$ cat src/rtl/priority_encoder_rr.sv
// priority_encoder_rr: registered N-to-W priority encoder with a
// valid/ready output slot and fixed or round-robin selection.
module priority_encoder_rr #(
    parameter int N       = 8,
    parameter int W       = $clog2(N),
    parameter int RR_MODE = 0
) (
    input  logic         clk,
    input  logic         reset,
    input  logic         enable,
    input  logic [N-1:0] d,
    input  logic         ready,
    output logic [W-1:0] y,
    output logic         valid,
    output logic         multi
);

    logic [W-1:0] ptr;
    logic [W-1:0] ptr_nxt;
    logic [W-1:0] sel;
    logic [W-1:0] sel_top;
    logic [W-1:0] sel_hi;
    logic [W-1:0] sel_lo;
    logic         found_hi;
    logic         load;
    logic         many;

    // A new vector is taken only when the output slot is free or
    // is being emptied by the consumer in this same cycle.
    assign load = enable && (|d) && (!valid || ready);

    // Clearing the lowest set bit leaves something iff 2+ bits set.
    assign many = |(d & (d - N'(1)));

    // Candidates: highest set bit; lowest set bit at/above ptr;
    // lowest set bit overall (used when the scan wraps past N-1).
    always_comb begin
        sel_top  = '0;
        sel_hi   = '0;
        sel_lo   = '0;
        found_hi = 1'b0;
        for (int i = 0; i < N; i++) begin
            if (d[i]) begin
                sel_top = W'(i);
            end
        end
        for (int i = N - 1; i >= 0; i--) begin
            if (d[i]) begin
                sel_lo = W'(i);
                if (i >= int'(ptr)) begin
                    sel_hi   = W'(i);
                    found_hi = 1'b1;
                end
            end
        end
    end

    assign sel = (RR_MODE != 0)
               ? (found_hi ? sel_hi : sel_lo)
               : sel_top;

    // Pointer wraps at N-1 so non-power-of-two N never leaves range.
    assign ptr_nxt = (sel == W'(N - 1)) ? '0 : sel + W'(1);

    // Output slot and round-robin pointer; reset discards any result.
    always_ff @(posedge clk) begin
        if (reset) begin
            y     <= '0;
            valid <= 1'b0;
            multi <= 1'b0;
            ptr   <= '0;
        end else if (load) begin
            y     <= sel;
            valid <= 1'b1;
            multi <= many;
            if (RR_MODE != 0) begin
                ptr <= ptr_nxt;
            end
        end else if (valid && ready) begin
            valid <= 1'b0;
        end
    end

endmodule

$ cat config.mk
export PLATFORM = sky130hd
export DESIGN_NAME = priority_encoder_rr
export DESIGN_NICKNAME = d
export VERILOG_FILES = /design/src/rtl/priority_encoder_rr.sv
export SDC_FILE = /design/constraint.sdc
export NUM_CORES = 1
export LEC_CHECK = 0
export ABC_CLOCK_PERIOD_IN_PS = 3350
export CAP_MARGIN = 20
export CORE_AREA = 8 8 45 47
export DETAILED_ROUTE_END_ITERATION = 8
export DIE_AREA = 0 0 53 55
export PLACE_DENSITY_LB_ADDON = 0.2
export SYNTH_ARGS = -nofsm -noshare
export SYNTH_HDL_FRONTEND = slang
export SYNTH_SLANG_ARGS = --single-unit
$ cat constraint.sdc
create_clock -name clk -period 3.35 [get_ports clk]
set_input_delay 0.8375 -clock clk [delete_from_list [all_inputs] [get_ports clk]]
set_output_delay 0.8375 -clock clk [all_outputs]
set_load 0.005 [all_outputs]
* Word level (Yosys, flattened, before mapping)
Cells that the tools add are included.
** Cells by class
- $add $sub $neg :: 1
- Multiplexer cells :: 9
- Bitwise logic cells :: 1
- Reductions and logical operators :: 8
** Operators with widths (number)
- two-way mux 3 bit :: 6
- OR reduction 8 bit :: 2
- AND 8 bit :: 1
- subtractor 8 x 1 -> 8 bit (second input constant) :: 1
- logical AND 1 bit :: 3
- two-way mux 1 bit :: 3
- nonzero test 2 bit :: 1
- logical NOT 1 bit :: 1
- logical OR 1 bit :: 1
** Word-level totals
- Flip-flop bits (word level) :: 5
- Input bits :: 12
- Output and inout port bits :: 5
- Word-level logic and storage cells :: 22

* Logic depth before layout (Yosys ltp)
Gate-level depths: netlist of run 1.
- Depth in word-level cells :: 7
- Mapped depth :: 5
- Depth with buffers taken out :: 4

* Worst setup path after synthesis of run 1
Ideal clock, no wire load.
- Path type :: input to register
- From :: input port d[5]
- To :: register y[0]
- Setup time :: 0.121 ns
- Data arrival time :: 1.859 ns
- Data required time :: 3.229 ns
- Path slack :: 1.371 ns
- Stages on the path :: 5
- Buffers on the path :: 1
- Cell sequence :: buf_6 > or4_4 > o211ai_4 > and2b_2 > nor3_2
** Between the ends
- Cells in the longest elaborated chain, start to end :: 3
- Elaborated cells on any way between the ends :: 6
- Classes of those cells :: mux (3); reduce/logical (3)
** RTL lines
- from (decl) :: RTL line 11 : input logic [N-1:0] d,
- two-way mux 3 bit / OR reduction 8 bit (equally long branches) :: RTL line 43, 30
- two-way mux 3 bit / logical AND 1 bit (equally long branches) (2 in a row) :: RTL line 43, 30
- to (signal assigned) :: RTL line 73 : y <= sel;
- to (decl) :: RTL line 13 : output logic [W-1:0] y,
Parallel ways exist; a longest one is shown, timed or not.
A chain may end at the register's enable or synchronous reset.

* Worst setup path in the final report of run 1
- From :: input port d[4]
- To :: register y[0]
** Between the ends
- Cells in the longest elaborated chain, start to end :: 4
- Elaborated cells on any way between the ends :: 7
- Classes of those cells :: mux (4); reduce/logical (3)
** RTL lines
- two-way mux 3 bit (4 in a row) :: RTL line 43 : if (d[i]) begin
Parallel ways exist; a longest one is shown, timed or not.

==> impl_metrics.tcl, run 1 <==
set metrics [dict create \
    status "finished, final reports clean" \
    tightest_slew_ns 0.572 \
    gp_congestion 0.735 \
    synth_cell_types 20 \
    grt_max_degree 9 \
    skew_ns 0.00344 \
    syn_inst 40 \
    vias 369 \
    vdd_drop_max_uv 108 \
    rsz0062_at_grt "false" \
    layout-drive-gt1-share_pct 15.3 \
    p_total_w 0.000188 \
    portBuffers 16 \
    dieArea_sq_um 2920 \
    cts_setup_buffers 0 \
    place_inst 71 \
    placedInstanceArea_sq_um 513 \
    routedWlPerCell_um 11.9 \
    dr.pass1.iters 3 \
    synth_area_leader_cell "dfxtp_1" \
    synthTopCellsByCount "dfxtp_1 (5), nor2_1 (4), a211oi_1 (3), a21oi_1 (3), o21ai_0 (3)" \
    critPathKind "primary input to flop" \
    min_path_type "flop to flop" \
    min_from "y[1]" \
    clk_latency_ns 0.24 \
    cts_tree "yes" \
    seqCellArea_sq_um 100 \
    clk_pin_slew_ns 0.05 \
    cp.arrival_ns 2.41 \
    reg2reg_from "valid" \
    numClockSinks 5 \
    cts_max_level 1 \
    cp_max_fo 7 \
    max_cap_violations 0 \
    hold_viol_final 0 \
    core_area_sq_um 1380 \
    power_frac_comb_pct 26.3 \
    multi_input_area_sq_um 225 \
    switchingPower_w 0.0000488 \
    layout_min_cycle_time_ns 2.29 \
    drc 0 \
    yosys_most_used_dff "dfxtp_1" \
    clockRootBuffer "clkbuf_4" \
    synth_area_leaders "dfxtp_1 (29%), a211oi_1 (6.5%), or4_4 (6.5%)" \
    p_leak_nw 0.198 \
    numCtsBuffers 3 \
    clockPowerShare_pct 38.3 \
    synth_most_common_cell "dfxtp_1" \
    setup_viol 0 \
    ctsHoldBuffers 0 \
    worstSetupStartpointType "primary input" \
    wirelength_um 894 \
    grt_pass1_wl_um 1510 \
    final_cell_area_sq_um 539 \
    crit_start "d[4]" \
    num_io_pins 17 \
    synth-edff-count 0 \
    worstSetupEndpointType "flop" \
    grt_antenna_before_repair 0 \
    final.setup.tns_ns 0 \
    grt_overflow_total 0 \
    max_freq_mhz 438 \
    timing.final.crit_share_pct 68.2 \
    power_density_nw_per_um2 348 \
    clock_path_buffers 2 \
    synth_top_area_share_pct 29.1 \
    final-max-slew-violation-count 0 \
    intPower_w 0.000139 \
    cp.required_ns 3.47 \
    synth_seq_area_share_pct 29.1 \
    areaGrowthSynthToFinish_pct 56.7 \
    relSlewSlack_pct 61.5 \
    drt_iter0_drc 3 \
    syn_area_sq_um 344 \
    synthesis.nets 52 \
    start_util_pct 24.9 \
    ys_async_sr_fraction_pct 0 \
    ys_warn_count 0 \
    routed_via_density 4.92 \
    fin_cells 75 \
    die_w_um 53 \
    fin_nets 72 \
    ctsResizeCount 0 \
    ant_nets 0 \
    die-height_um 55 \
    switching_share_pct 26.0 \
    rows 14 \
    antennaDiodeCount 0 \
    first_global_vias 357 \
    nFillCells 146 \
    synth_seq_cells 5 \
    syn_area_per_cell_sq_um 8.60 \
    power_frac_seq_pct 35.5 \
    grt_use_total_pct 6.88 \
]
==> flip-flops by register name (all words and copies together) (netlist names) <==
| name | flops |
|---|---|
| valid | 1 |
| y | 3 |
| multi | 1 |
==> final timing paths <==
path / to / slack, ns / depth (start not counted)
worst max-delay path: y[0] / 1.06 / 5
worst min-delay path: y[1] / 0.45 / 2
worst max register to register: y[0] / 2.30 / 4
worst min register to register: y[1] / 0.45 / 2
==> metal layers <==
metal	vias to the layer above	part of all wire, %	global-route usage, %
met5	-	0	0
li1	197	-	-
met4	0	0	3.88
met3	0	8.4	3.48
met1	162	45	7.74
met2	10	46	10.4
==> worst max-delay path: stages <==
cell	delay, ns
clkdlybuf4s50_1	0.51
or4_4	0.59
o211ai_4	0.24
and2b_2	0.19
nor3_2	0.03
==> logic make-up (layout without fill, tap and decap cells) <==
group                  after synthesis  after routing  share of synthesized area (%)
buffers and inverters                3             22                           5.46
AOI/OAI and AO/OA                   15             15                           33.5
and+or+nand+nor                     17             17                           32.0
DFF                                  5              5                           29.1
==> stage by stage <==
| stage | hold slack (ns) | util (%) | worst slack (ns) |
|---|---|---|---|
| floorplan | 0.442 | - | 1.37 |
| global placement | 0.454 | 37.1 | 0.844 |
| detailed placement | 0.451 | 37.1 | 0.829 |
| CTS | 0.457 | 39.0 | 1.07 |
| global route | 0.482 | 39.0 | 0.937 |
| finish | 0.453 | 39.0 | 1.06 |
==> layout make-up <==
type,instances,area share (%)
inverter,2,1.39
multi-input combinational,32,41.8
tap,16,3.71
sequential,5,18.6
timing repair buffer,16,29.7
clock buffer,4,4.87
==> power groups by stage <==
stage | Combinational, W | Sequential (W) | Clock, W
final | 0.0000493 | 0.0000665 | 0.0000718
after global placement | 0.0000495 | 0.0000677 | 0
after floorplan | 0.0000193 | 0.0000682 | 0
after CTS | 0.0000497 | 0.0000667 | 0.0000725
after global routing | 0.0000536 | 0.0000674 | 0.0000761
after detailed placement | 0.0000493 | 0.0000679 | 0
==> cell usage in the layout (no fill, tap or decap) <==
master           Yosys  layout
nor3_1               1       1
a21o_2               1       1
or4_4                2       2
clkbuf_1             0       1
dfxtp_1              5       5
o211ai_4             1       1
nor2_1               4       4
nand3_1              1       1
nor4b_1              2       2
clkbuf_4             0       3
nand2_1              2       2
a211oi_1             3       3
nand2b_1             2       2
o21ai_0              3       3
clkdlybuf4s50_1      0      16
a221oi_1             2       2
a21oi_1              3       3
nor4_1               1       1
and2b_2              1       1
nor3_2               1       1
inv_1                2       2
o211ai_1             2       2
No activity file was read; power rests on OpenSTA's default activity.
==> run 2: changes to the inputs <==
--- a/config.mk
+++ b/config.mk
@@ -5,7 +5,7 @@
 export SDC_FILE = /design/constraint.sdc
 export NUM_CORES = 1
 export LEC_CHECK = 0
-export ABC_CLOCK_PERIOD_IN_PS = 3350
+export ABC_CLOCK_PERIOD_IN_PS = 1900
 export CAP_MARGIN = 20
 export CORE_AREA = 8 8 45 47
 export DETAILED_ROUTE_END_ITERATION = 8
==> constraint.sdc (replaced) <==
create_clock -name clk -period 1.9 [get_ports clk]
set_input_delay 0.475 -clock clk [delete_from_list [all_inputs] [get_ports clk]]
set_output_delay 0.475 -clock clk [all_outputs]
set_load 0.005 [all_outputs]
==> impl_metrics.tcl, run 2 (synthesis results as in run 1) <==
set metrics [dict create \
    status "finished, final reports clean" \
    min_path_type "flop to flop" \
    ctsHoldBuffers 0 \
    vias 414 \
    drc 0 \
    clock_path_buffers 2 \
    dp_hpwl_um 810 \
    max_cap_violations 0 \
    num_io_pins 17 \
    worstSetupEndpointType "flop" \
    layout_min_cycle_time_ns 1.80 \
    worstSetupStartpointType "primary input" \
    cts_setup_buffers 0 \
    dr.pass1.iters 3 \
    antennaDiodeCount 0 \
    rsz0062_at_grt "false" \
    areaGrowthSynthToFinish_pct 78.5 \
    p_leak_nw 0.246 \
    cp.arrival_ns 1.93 \
    wirelength_um 982 \
    slowest_stage "or4_4" \
    clk_pin_slew_ns 0.04 \
    layout_commonest_cell "clkdlybuf4s50_1" \
    path_cells "clkdlybuf4s50_1 -> or4_4 -> o211ai_4 -> and2b_2 -> nor3_2" \
    reg_top3 "y x3, multi x1, valid x1" \
    final-max-slew-violation-count 0 \
    worst_slack_ns 0.0993 \
    cp_max_fo 6 \
    first_global_vias 417 \
    largest-register "y" \
    die_w_um 53 \
    routed_via_density 4.87 \
    numClockSinks 5 \
    cts_max_level 1 \
    drt_iter0_drc 4 \
    start_util_pct 24.9 \
    core_area_sq_um 1380 \
    vdd_drop_max_uv 259 \
    grt_antenna_before_repair 0 \
    cp_num_cells 5 \
    max_freq_mhz 555 \
    r2r_cells 4 \
    grt_pass1_wl_um 1570 \
    relSlewSlack_pct 84.5 \
    gp_congestion 0.737 \
    dieArea_sq_um 2920 \
    post-place-ws_ns -0.153 \
    power_density_nw_per_um2 560 \
    timing.final.crit_share_pct 94.8 \
    tightest_slew_ns 0.229 \
    mostFrequentLayoutCells "clkdlybuf4s50_1 (16), buf_4 (10), dfxtp_1 (5)" \
    portBuffers 16 \
    worst-path-buf-inv 1 \
    numCtsBuffers 3 \
    critPathKind "primary input to flop" \
    clockRootBuffer "clkbuf_4" \
    fin_nets 82 \
    worstHoldPathCells 2 \
    ant_nets 0 \
    setup_viol 0 \
    p_total_w 0.000344 \
    die-height_um 55 \
    routedWlPerCell_um 11.6 \
    layout-drive-gt1-share_pct 27.5 \
    rows 14 \
    cts_tree "yes" \
    cp.required_ns 2.03 \
    grt_use_total_pct 7.15 \
    nFillCells 145 \
    skew_ns 0.000732 \
    largest_register_ffs 3 \
    ctsResizeCount 0 \
    hold_viol_final 0 \
    grt_overflow_total 0 \
    grt_max_degree 8 \
    clk_latency_ns 0.24 \
    cp_top_family "simple AND/OR/NAND/NOR gates" \
    slowest_delay_ns 0.56 \
]
run 2: cell types whose count changed in the layout (fill, tap and decap cells not counted), sizes merged:
cell,change
buf,+10
run 2: area by class of cell:
cell class | count | area (sq um) | area share (%)
Timing Repair Buffer | 26 | 235 | 38.3
Multi-Input combinational cell | 32 | 225 | 36.7
Sequential cell | 5 | 100 | 16.3
Clock buffer | 4 | 26.3 | 4.28
Tap cell | 16 | 20.0 | 3.26
Inverter | 2 | 7.51 | 1.22
run 2: where the power goes:
| group | internal (W) | total [W] | switching, W |
|---|---|---|---|
| Combinational | 0.0000630 | 0.000101 | 0.0000385 |
| Sequential | 0.000114 | 0.000118 | 0.00000398 |
| Clock | 0.0000795 | 0.000125 | 0.0000451 |
| Total | 0.000256 | 0.000344 | 0.0000876 |
run 2: metrics by stage:
stage	hold WS, ns	utilization (%)	instances	area, sq um	TNS (ns)
final	0.457	44.4	85	614	0
after global routing	0.476	44.4	85	614	0
after CTS	0.461	44.4	85	614	0
after detailed placement	0.456	42.5	81	588	-0.409
after global placement	0.450	42.5	81	588	-0.384
after floorplan	0.442	-	40	344	0
run 2: path summary, 6_finish.rpt:
path | slack [ns] | end | start
worst max register to register | 0.87 | y[0] | valid
worst min-delay path | 0.46 | y[1] | y[1]
worst max-delay path | 0.1 | y[0] | d[1]
worst min register to register | 0.46 | y[1] | y[1]
run 2: routing by layer:
metal / up-vias / part of all wire [%] / track usage, %
li1: 215 / - / -
met1: 185 / 42 / 6.37
met2: 14 / 49 / 12.5
met3: 0 / 8.8 / 4.28
met4: 0 / 0 / 3.88
met5: - / 0 / 0
run 2: worst register-to-register path, cell delays in order (launching register included):
cell and delay [ns]:
dfxtp_1 0.30, nand2b_1 0.17, o211ai_4 0.13, nor3_1 0.25
nor3_2 0.07
